$ cat src/rtl/uart_pkg.sv
// Shared types and helpers for the UART transmit path (and a future receiver).
package uart_pkg;

    typedef enum logic [1:0] {
        PAR_NONE = 2'd0,
        PAR_ODD  = 2'd1,
        PAR_EVEN = 2'd2
    } par_mode_t;

    typedef enum logic [2:0] {
        ST_IDLE,
        ST_START,
        ST_DATA,
        ST_PARITY,
        ST_STOP
    } tx_state_t;

    // Clocks per bit, rounded to the nearest integer.
    function automatic int calc_prescale(input int clk_hz, input int baud);
        return (clk_hz + baud / 2) / baud;
    endfunction

endpackage

$ cat src/rtl/uart_baud_tick.sv
// Bit-period counter: runs while enabled, pulses tick_o on the last clock of each bit.
module uart_baud_tick #(
    parameter int PRESCALE = 217
) (
    input  logic clk_i,
    input  logic nReset_i,
    input  logic restart_i,
    input  logic en_i,
    output logic tick_o
);

    localparam int CW = (PRESCALE > 1) ? $clog2(PRESCALE) : 1;
    localparam logic [CW-1:0] LAST = CW'(PRESCALE - 1);

    logic [CW-1:0] cnt_q;

    always_ff @(posedge clk_i or negedge nReset_i) begin
        if (!nReset_i) begin
            cnt_q <= '0;
        end else if (restart_i) begin
            cnt_q <= '0;
        end else if (en_i) begin
            cnt_q <= (cnt_q == LAST) ? '0 : cnt_q + 1'b1;
        end
    end

    assign tick_o = en_i && (cnt_q == LAST);

endmodule

$ cat src/rtl/uart_tx_frame.sv
// Parametrised UART transmitter: 5..9 data bits, optional parity, 1 or 2 stop bits.
//   state     | meaning
//   ST_IDLE   | line high, ready for a word
//   ST_START  | start bit (low)
//   ST_DATA   | data bits, LSB first
//   ST_PARITY | parity bit
//   ST_STOP   | stop bit(s), high
module uart_tx_frame
    import uart_pkg::*;
#(
    parameter int CLK_HZ    = 50_000_000,
    parameter int BAUD      = 230_400,
    parameter int DATA_LEN  = 8,
    parameter int PARITY    = 0,
    parameter int STOP_BITS = 1,
    parameter int PRESCALE  = calc_prescale(CLK_HZ, BAUD)
) (
    input  logic                clk_i,
    input  logic                nReset_i,
    input  logic                valid_i,
    input  logic [DATA_LEN-1:0] data_i,
    output logic                ready_o,
    output logic                Tx_o,
    output logic                busy_o,
    output logic                done_o
);

    if (PRESCALE < 2) begin : g_bad_prescale
        $error("uart_tx_frame: PRESCALE must be at least 2");
    end
    if (DATA_LEN < 5 || DATA_LEN > 9) begin : g_bad_data_len
        $error("uart_tx_frame: DATA_LEN must be 5..9");
    end
    if (PARITY < int'(PAR_NONE) || PARITY > int'(PAR_EVEN)) begin : g_bad_parity
        $error("uart_tx_frame: PARITY must be 0..2");
    end
    if (STOP_BITS < 1 || STOP_BITS > 2) begin : g_bad_stop_bits
        $error("uart_tx_frame: STOP_BITS must be 1 or 2");
    end

    localparam bit           HAS_PARITY = (PARITY != int'(PAR_NONE));
    localparam logic [3:0]   LAST_BIT   = 4'(DATA_LEN - 1);
    localparam logic         LAST_STOP  = 1'(STOP_BITS - 1);

    tx_state_t             state_q;
    logic [DATA_LEN-1:0]   shift_q;
    logic [3:0]            bit_cnt_q;
    logic                  stop_cnt_q;
    logic                  par_q;
    logic                  tx_q;
    logic                  busy_q;
    logic                  done_q;

    logic                  accept;
    logic                  tick;
    logic                  par_d;

    assign ready_o = (state_q == ST_IDLE);
    assign accept  = valid_i && ready_o;
    assign par_d   = (PARITY == int'(PAR_ODD)) ? ~^data_i : ^data_i;

    uart_baud_tick #(
        .PRESCALE (PRESCALE)
    ) u_baud_tick (
        .clk_i     (clk_i),
        .nReset_i  (nReset_i),
        .restart_i (accept),
        .en_i      (state_q != ST_IDLE),
        .tick_o    (tick)
    );

    always_ff @(posedge clk_i or negedge nReset_i) begin
        if (!nReset_i) begin
            state_q    <= ST_IDLE;
            shift_q    <= '0;
            bit_cnt_q  <= '0;
            stop_cnt_q <= 1'b0;
            par_q      <= 1'b0;
            tx_q       <= 1'b1;
            busy_q     <= 1'b0;
            done_q     <= 1'b0;
        end else begin
            done_q <= 1'b0;
            case (state_q)
                ST_IDLE: begin
                    if (accept) begin
                        shift_q <= data_i;
                        par_q   <= par_d;
                        tx_q    <= 1'b0;
                        busy_q  <= 1'b1;
                        state_q <= ST_START;
                    end
                end
                ST_START: begin
                    if (tick) begin
                        tx_q      <= shift_q[0];
                        shift_q   <= shift_q >> 1;
                        bit_cnt_q <= '0;
                        state_q   <= ST_DATA;
                    end
                end
                ST_DATA: begin
                    if (tick) begin
                        if (bit_cnt_q == LAST_BIT) begin
                            if (HAS_PARITY) begin
                                tx_q    <= par_q;
                                state_q <= ST_PARITY;
                            end else begin
                                tx_q       <= 1'b1;
                                stop_cnt_q <= 1'b0;
                                state_q    <= ST_STOP;
                            end
                        end else begin
                            tx_q      <= shift_q[0];
                            shift_q   <= shift_q >> 1;
                            bit_cnt_q <= bit_cnt_q + 4'd1;
                        end
                    end
                end
                ST_PARITY: begin
                    if (tick) begin
                        tx_q       <= 1'b1;
                        stop_cnt_q <= 1'b0;
                        state_q    <= ST_STOP;
                    end
                end
                ST_STOP: begin
                    if (tick) begin
                        if (stop_cnt_q == LAST_STOP) begin
                            busy_q  <= 1'b0;
                            done_q  <= 1'b1;
                            state_q <= ST_IDLE;
                        end else begin
                            stop_cnt_q <= 1'b1;
                        end
                    end
                end
                default: begin
                    tx_q    <= 1'b1;
                    busy_q  <= 1'b0;
                    state_q <= ST_IDLE;
                end
            endcase
        end
    end

    assign Tx_o   = tx_q;
    assign busy_o = busy_q;
    assign done_o = done_q;

endmodule
$ cat config.mk
export PLATFORM = sky130hd
export DESIGN_NAME = uart_tx_frame
export DESIGN_NICKNAME = d
export VERILOG_FILES = /design/src/rtl/uart_pkg.sv /design/src/rtl/uart_baud_tick.sv /design/src/rtl/uart_tx_frame.sv
export SDC_FILE = /design/constraint.sdc
export NUM_CORES = 1
export LEC_CHECK = 0
export CORE_ASPECT_RATIO = 1.2
export CORE_UTILIZATION = 50
export DETAILED_ROUTE_END_ITERATION = 8
export PLACE_DENSITY = 0.76
export SYNTH_ARGS = -nofsm -noshare
export SYNTH_HDL_FRONTEND = slang
export SYNTH_HIERARCHICAL = 1
export SYNTH_SLANG_ARGS = --single-unit
export TNS_END_PERCENT = 1
$ cat constraint.sdc
create_clock -name clk_i -period 3.45 [get_ports clk_i]
set_input_delay 0.345 -clock clk_i [delete_from_list [all_inputs] [get_ports clk_i]]
set_output_delay 0.345 -clock clk_i [all_outputs]
set_load 0.005 [all_outputs]
# Word-level counts from Yosys, hierarchy flattened
# Cells that the tools add are included.
[word_totals]
regBits = 27
input_bits = 11
out_inout_bits = 4
wordCells = 80
[classes]
add_sub_neg = 2
n_eq_ne = 14
n_mux = 39
bitwise = 2
reduce_logical = 15
[op_table]
columns = ["operator", "count"]
rows = [
  ["8-bit two-way mux", 7],
  ["8-bit case mux with 3 select lines", 1],
  ["3-bit two-way mux", 7],
  ["1-bit two-way mux", 16],
  ["3-bit case mux with 5 select lines", 1],
  ["5-bit AND reduction", 3],
  ["2-bit != test (second input constant)", 7],
  ["4-bit two-way mux", 3],
  ["3-bit nonzero test", 3],
  ["8-bit by 1-bit adder with 8-bit output (second input constant)", 1],
  ["8-bit == test (second input constant)", 1],
  ["4-bit case mux with 2 select lines", 1],
  ["4-bit AND reduction", 2],
  ["7-bit AND reduction", 1],
  ["3-bit by 2-bit == test with 1-bit output (second input constant)", 2],
  ["1-bit case mux with 3 select lines", 2],
  ["1-bit case mux with 5 select lines", 1],
  ["4-bit by 1-bit adder with 4-bit output (second input constant)", 1],
  ["4-bit by 3-bit == test with 1-bit output (second input constant)", 1],
  ["2-bit nonzero test", 2],
  ["3-bit by 1-bit == test with 1-bit output (second input constant)", 1],
  ["3-bit == test (second input constant)", 1],
  ["3-bit zero test", 1],
  ["3-bit OR reduction", 1],
  ["other kinds (3)", 5],
]

# Logic depth before layout (Yosys ltp)
[depth]
depth_word = 4
ltp_mapped = 10
depth_no_buf = 8

# By module
# The synthesis kept the hierarchy.
[modules_own_cells]
columns = ["module", "instances", "cells_per_inst", "area_each_um2", "seq_area_each_um2"]
rows = [
  ["uart_tx_frame", 1, 89, 978.4, 451.7],
  ["uart_baud_tick", 1, 50, 474.2, 200.2],
]

# Least setup slack after synthesis
# Ideal clock, no wire load.
[synth_path]
kind = "flip-flop to flip-flop"
from = "register state_q[2]"
to = "register shift_q[0]"
t_arrival_ps = 2320
required_time_ps = 3325
path_slack_ps = 1005
path_stages_with_launch = 10
n_path_buf = 2
period_less_slack_ps = 2445
path_cell_list = "dfrtp_1 -> buf_4 -> clkbuf_1 -> nor3_1 -> inv_1 -> inv_1 -> nor3_1 -> o21ai_0 -> a211oi_4 -> mux2_2"
[synth_via]
elab_chain_len = 4
elab_cells_between_ends = 13
classes_between = "eq/ne: 6; mux: 1; reduce/logical: 6"
[synth_rtl]
columns = ["item", "line_no", "text"]
rows = [
  ["from (decl)", "uart_tx_frame.sv:45", "tx_state_t state_q;"],
  ["from (signal assigned)", "uart_tx_frame.sv:74", "state_q <= ST_IDLE;"],
  ["from (signal assigned)", "uart_tx_frame.sv:91", "state_q <= ST_START;"],
  ["from (signal assigned)", "uart_tx_frame.sv:99", "state_q <= ST_DATA;"],
  ["3-bit zero test *", "n/a", ""],
  ["via ready_o", "uart_tx_frame.sv:22", "output logic ready_o,"],
  ["1-bit logical AND", "uart_tx_frame.sv:59", "assign accept = valid_i && ready_o;"],
  ["2-bit by 1-bit != test with 1-bit output (no source line)", "n/a", ""],
  ["5-bit AND reduction (no source line)", "n/a", ""],
  ["to (signal assigned)", "uart_tx_frame.sv:87", "shift_q <= data_i;"],
  ["to (signal assigned)", "uart_tx_frame.sv:97", "shift_q <= shift_q >> 1;"],
  ["to (signal assigned)", "uart_tx_frame.sv:115", "shift_q <= shift_q >> 1;"],
  ["to (decl)", "uart_tx_frame.sv:46", "logic [DATA_LEN-1:0] shift_q;"],
]
# Mark *: on every way through the listed nets, which the timed path passes. The rest lies on a longest branch.
# A chain may end at the register's enable or synchronous reset.

# Worst setup path after layout
[layout_path]
from = "register state_q[2]"
to = "register shift_q[3]"
[layout_via]
elab_chain_len = 4
elab_cells_between_ends = 13
classes_between = "eq/ne: 6; mux: 1; reduce/logical: 6"
[layout_rtl]
columns = ["item", "line_no", "text"]
rows = [
  ["3-bit nonzero test *", "uart_tx_frame.sv:68", ".en_i (state_q != ST_IDLE),"],
  ["1-bit logical AND *", "uart_baud_tick.sv:27", "assign tick_o = en_i && (cnt_q == LAST);"],
  ["via tick", "uart_tx_frame.sv:55", "logic tick;"],
  ["2-bit != test (no source line)", "n/a", ""],
  ["5-bit AND reduction (no source line) *", "n/a", ""],
]
# Marks and branches as above.

==> flow_metrics.py <==
metrics = {
    "clock_tree": {
        "clk_latency_ns": 0.31,
        "numClockSinks": 26,
        "cts_setup_buffers": 0,
        "cts-root-buf": "clkbuf_4",
        "path_clk_slew_ns": 0.13,
        "ctsHoldBuffers": 0,
        "clockBufferDepth": 2,
        "cts_resized": 0,
        "cts_tree": "built",
        "htree_levels": 1,
        "numCtsBuffers": 3,
    },
    "detailed_routing": {
        "routedWlPerCell_um": 14.4,
        "detailedRoute.firstPassIterationCount": 4,
        "via_per_inst": 5.66,
        "drtAntennaViolNets": 0,
        "route.vias.total": 1052,
        "totalWireLength_um": 2690,
        "drt_iter0_drc": 24,
        "route.detailed.drc": 0,
    },
    "setup_path": {
        "crit_required_ns": 3.66,
        "cp-start-kind": "flop",
        "cp_max_fo": 15,
        "criticalPathCategory": "reg -> reg",
        "crit_arrival_ns": 2.91,
        "crit_path_end_kind": "flop",
    },
    "outcome": {
        "status": "complete, no violations",
    },
    "sta": {
        "fin_setup_tns_ns": 0,
        "period_share_pct": 78.2,
        "rsz0062_at_grt": "no",
        "max_freq_ghz": 0.371,
        "min_period_ns": 2.70,
        "setup_slack_ns": 0.753,
        "slew_violations": 0,
        "hold_violations": 0,
        "clock_skew_ns": 0.00581,
        "setup_violations": 0,
        "max-slew-margin-rel_pct": 43.0,
        "tightestPinTransition_ns": 0.852,
    },
    "global_route": {
        "grt_pass1_vias": 1006,
        "antenna_found_initial": 0,
        "grt_max_degree": 27,
        "track_usage_pct": 19.6,
        "grt_pass1_wl_um": 4490,
        "grt.overflow.total": 0,
    },
    "yosys": {
        "synth_cell_types": 41,
        "ys_seq_area_share_pct": 44.9,
        "yosysTopAreaCellShare_pct": 43.1,
        "synth.cells.most_frequent": "dfrtp_1, mux2_2, nand2_1, o21ai_0, nor2_1",
        "synth_area_um2": 1450,
        "synth_edf_count": 0,
        "synth-main-ff-cell": "dfrtp_1",
        "yosysMostFrequentCell": "dfrtp_1",
        "syn_inst": 139,
        "async_flop_share_pct": 100,
        "ys_ff_latch": 26,
        "syn_avg_cell_area_um2": 10.5,
        "synth_top_cell_by_area": "dfrtp_1",
        "ys_top_cells_by_area": "dfrtp_1, mux2_2, o21ai_0",
        "synthesis.nets": 153,
        "yosys_warnings": 6,
    },
    "finish": {
        "final_nets": 167,
        "final_core_util_pct": 58.3,
        "drive_gt1_share_pct": 19.1,
        "fin_cells": 186,
        "syn_to_final_growth_pct": 11.7,
        "antennaDiodeCount": 0,
    },
    "floorplan": {
        "dieArea_um2": 3130,
        "core_area_um2": 2790,
        "die_x_um": 51.2,
        "core.rowCount": 21,
        "start_util_pct": 52.2,
        "ios": 15,
        "die_h_um": 61.0,
    },
    "power": {
        "total_power_mw": 0.468,
        "power_density_nw_per_um2": 288,
        "leakage_nw": 0.641,
        "ir_drop_uv": 153,
    },
    "placement": {
        "dp.cells": 182,
        "port_buffers": 14,
        "preCtsSetupSlack_ns": 0.807,
        "place_congestion": 0.809,
        "place_hpwl_um": 2050,
    },
    "job": {
        "maxCapViolations": 0,
    },
    "hold_path": {
        "worstHoldPathType": "in -> async",
    },
}
## per-stage QoR
step / hold WS (ns) / cell area, µm²
floorplan: 0.0494 / 1450
global placement: 0.484 / 1600
detailed placement: 0.495 / 1600
CTS: 0.385 / 1620
global route: 0.399 / 1620
finish: 0.386 / 1620
## cell usage in the layout (no fill, tap or decap), drive strengths merged, types with 2 or more instances in the layout
master | netlist | routed
mux2 | 16 | 16
o2111ai | 2 | 2
nor3 | 2 | 2
nand2 | 12 | 12
buf | 5 | 2
nand3 | 5 | 5
ha | 3 | 3
a21oi | 5 | 5
nor2 | 12 | 12
clkbuf | 2 | 4
xor2 | 3 | 3
o21ai | 12 | 12
a31oi | 2 | 2
or3 | 3 | 3
clkdlybuf4s50 | 0 | 14
inv | 8 | 8
dfrtp | 25 | 25
o211ai | 2 | 2
## kinds of logic (layout without fill, tap and decap cells)
| group | Yosys count | after routing | share of synthesized area [%] |
|---|---|---|---|
| DFF | 26 | 26 | 44.9 |
| muxes | 16 | 16 | 12.4 |
| buffers and inverters | 15 | 28 | 5.77 |
| AOI/OAI and AO/OA | 33 | 33 | 15.9 |
| xor gates and xnor gates | 4 | 4 | 2.41 |
| adders and majority gates | 3 | 3 | 2.58 |
| and+or+nand+nor | 42 | 42 | 16.0 |
## routing by layer
metal | vias to the layer above | wire length [µm] | track usage, %
met2 | 8 | 1430 | 35.3
met3 | 4 | 36 | 2.96
met1 | 517 | 1190 | 23.2
met4 | 0 | 30 | 8.73
li1 | 523 | - | -
met5 | - | 0 | 0
## registers in the layout, indices dropped and copies added (netlist names)
signal / flops
done_o: 1
state_q: 3
Tx_o: 1
shift_q: 8
bit_cnt_q: 4
u_baud_tick/cnt_q: 8
busy_o: 1
## final cells by class
cell class | instances | area [µm²]
fill | 250 | 1160
multi-input combinational | 98 | 717
sequential | 26 | 652
timing repair buffer | 16 | 155
tap | 34 | 42.5
inverter | 8 | 30.0
clock buffer | 4 | 26.3
## path summary, 6_finish.rpt
path / start / endpoint / slack, ns / cells after the start
worst min register to register: shift_q[1] / shift_q[1] / 0.52 / 1
min in group clk_i: shift_q[1] / shift_q[1] / 0.52 / 1
worst min-delay path: nReset_i / done_o / 0.39 / 2
worst max register to register: state_q[2] / shift_q[3] / 0.75 / 8
worst max-delay path: state_q[2] / shift_q[3] / 0.75 / 8
max in group asynchronous: nReset_i / Tx_o / 2.76 / 2
## critical path, cell delays in order (launching register included)
cell,delay (ns)
dfrtp_1,0.70
nor3_1,0.15
inv_1,0.18
inv_1,0.12
nor3_1,0.20
buf_4,0.21
o21ai_0,0.16
a211oi_4,0.48
mux2_2,0.39
## power breakdown
| part | total (mW) | internal [mW] | leakage [nW] | switching (mW) |
|---|---|---|---|---|
| Clock | 0.129 | 0.0452 | 0.0150 | 0.0834 |
| Sequential | 0.312 | 0.310 | 0.311 | 0.00232 |
| Combinational | 0.0272 | 0.0175 | 0.315 | 0.00972 |
| Total | 0.468 | 0.372 | 0.641 | 0.0954 |
(Power assumes the default switching activity.)
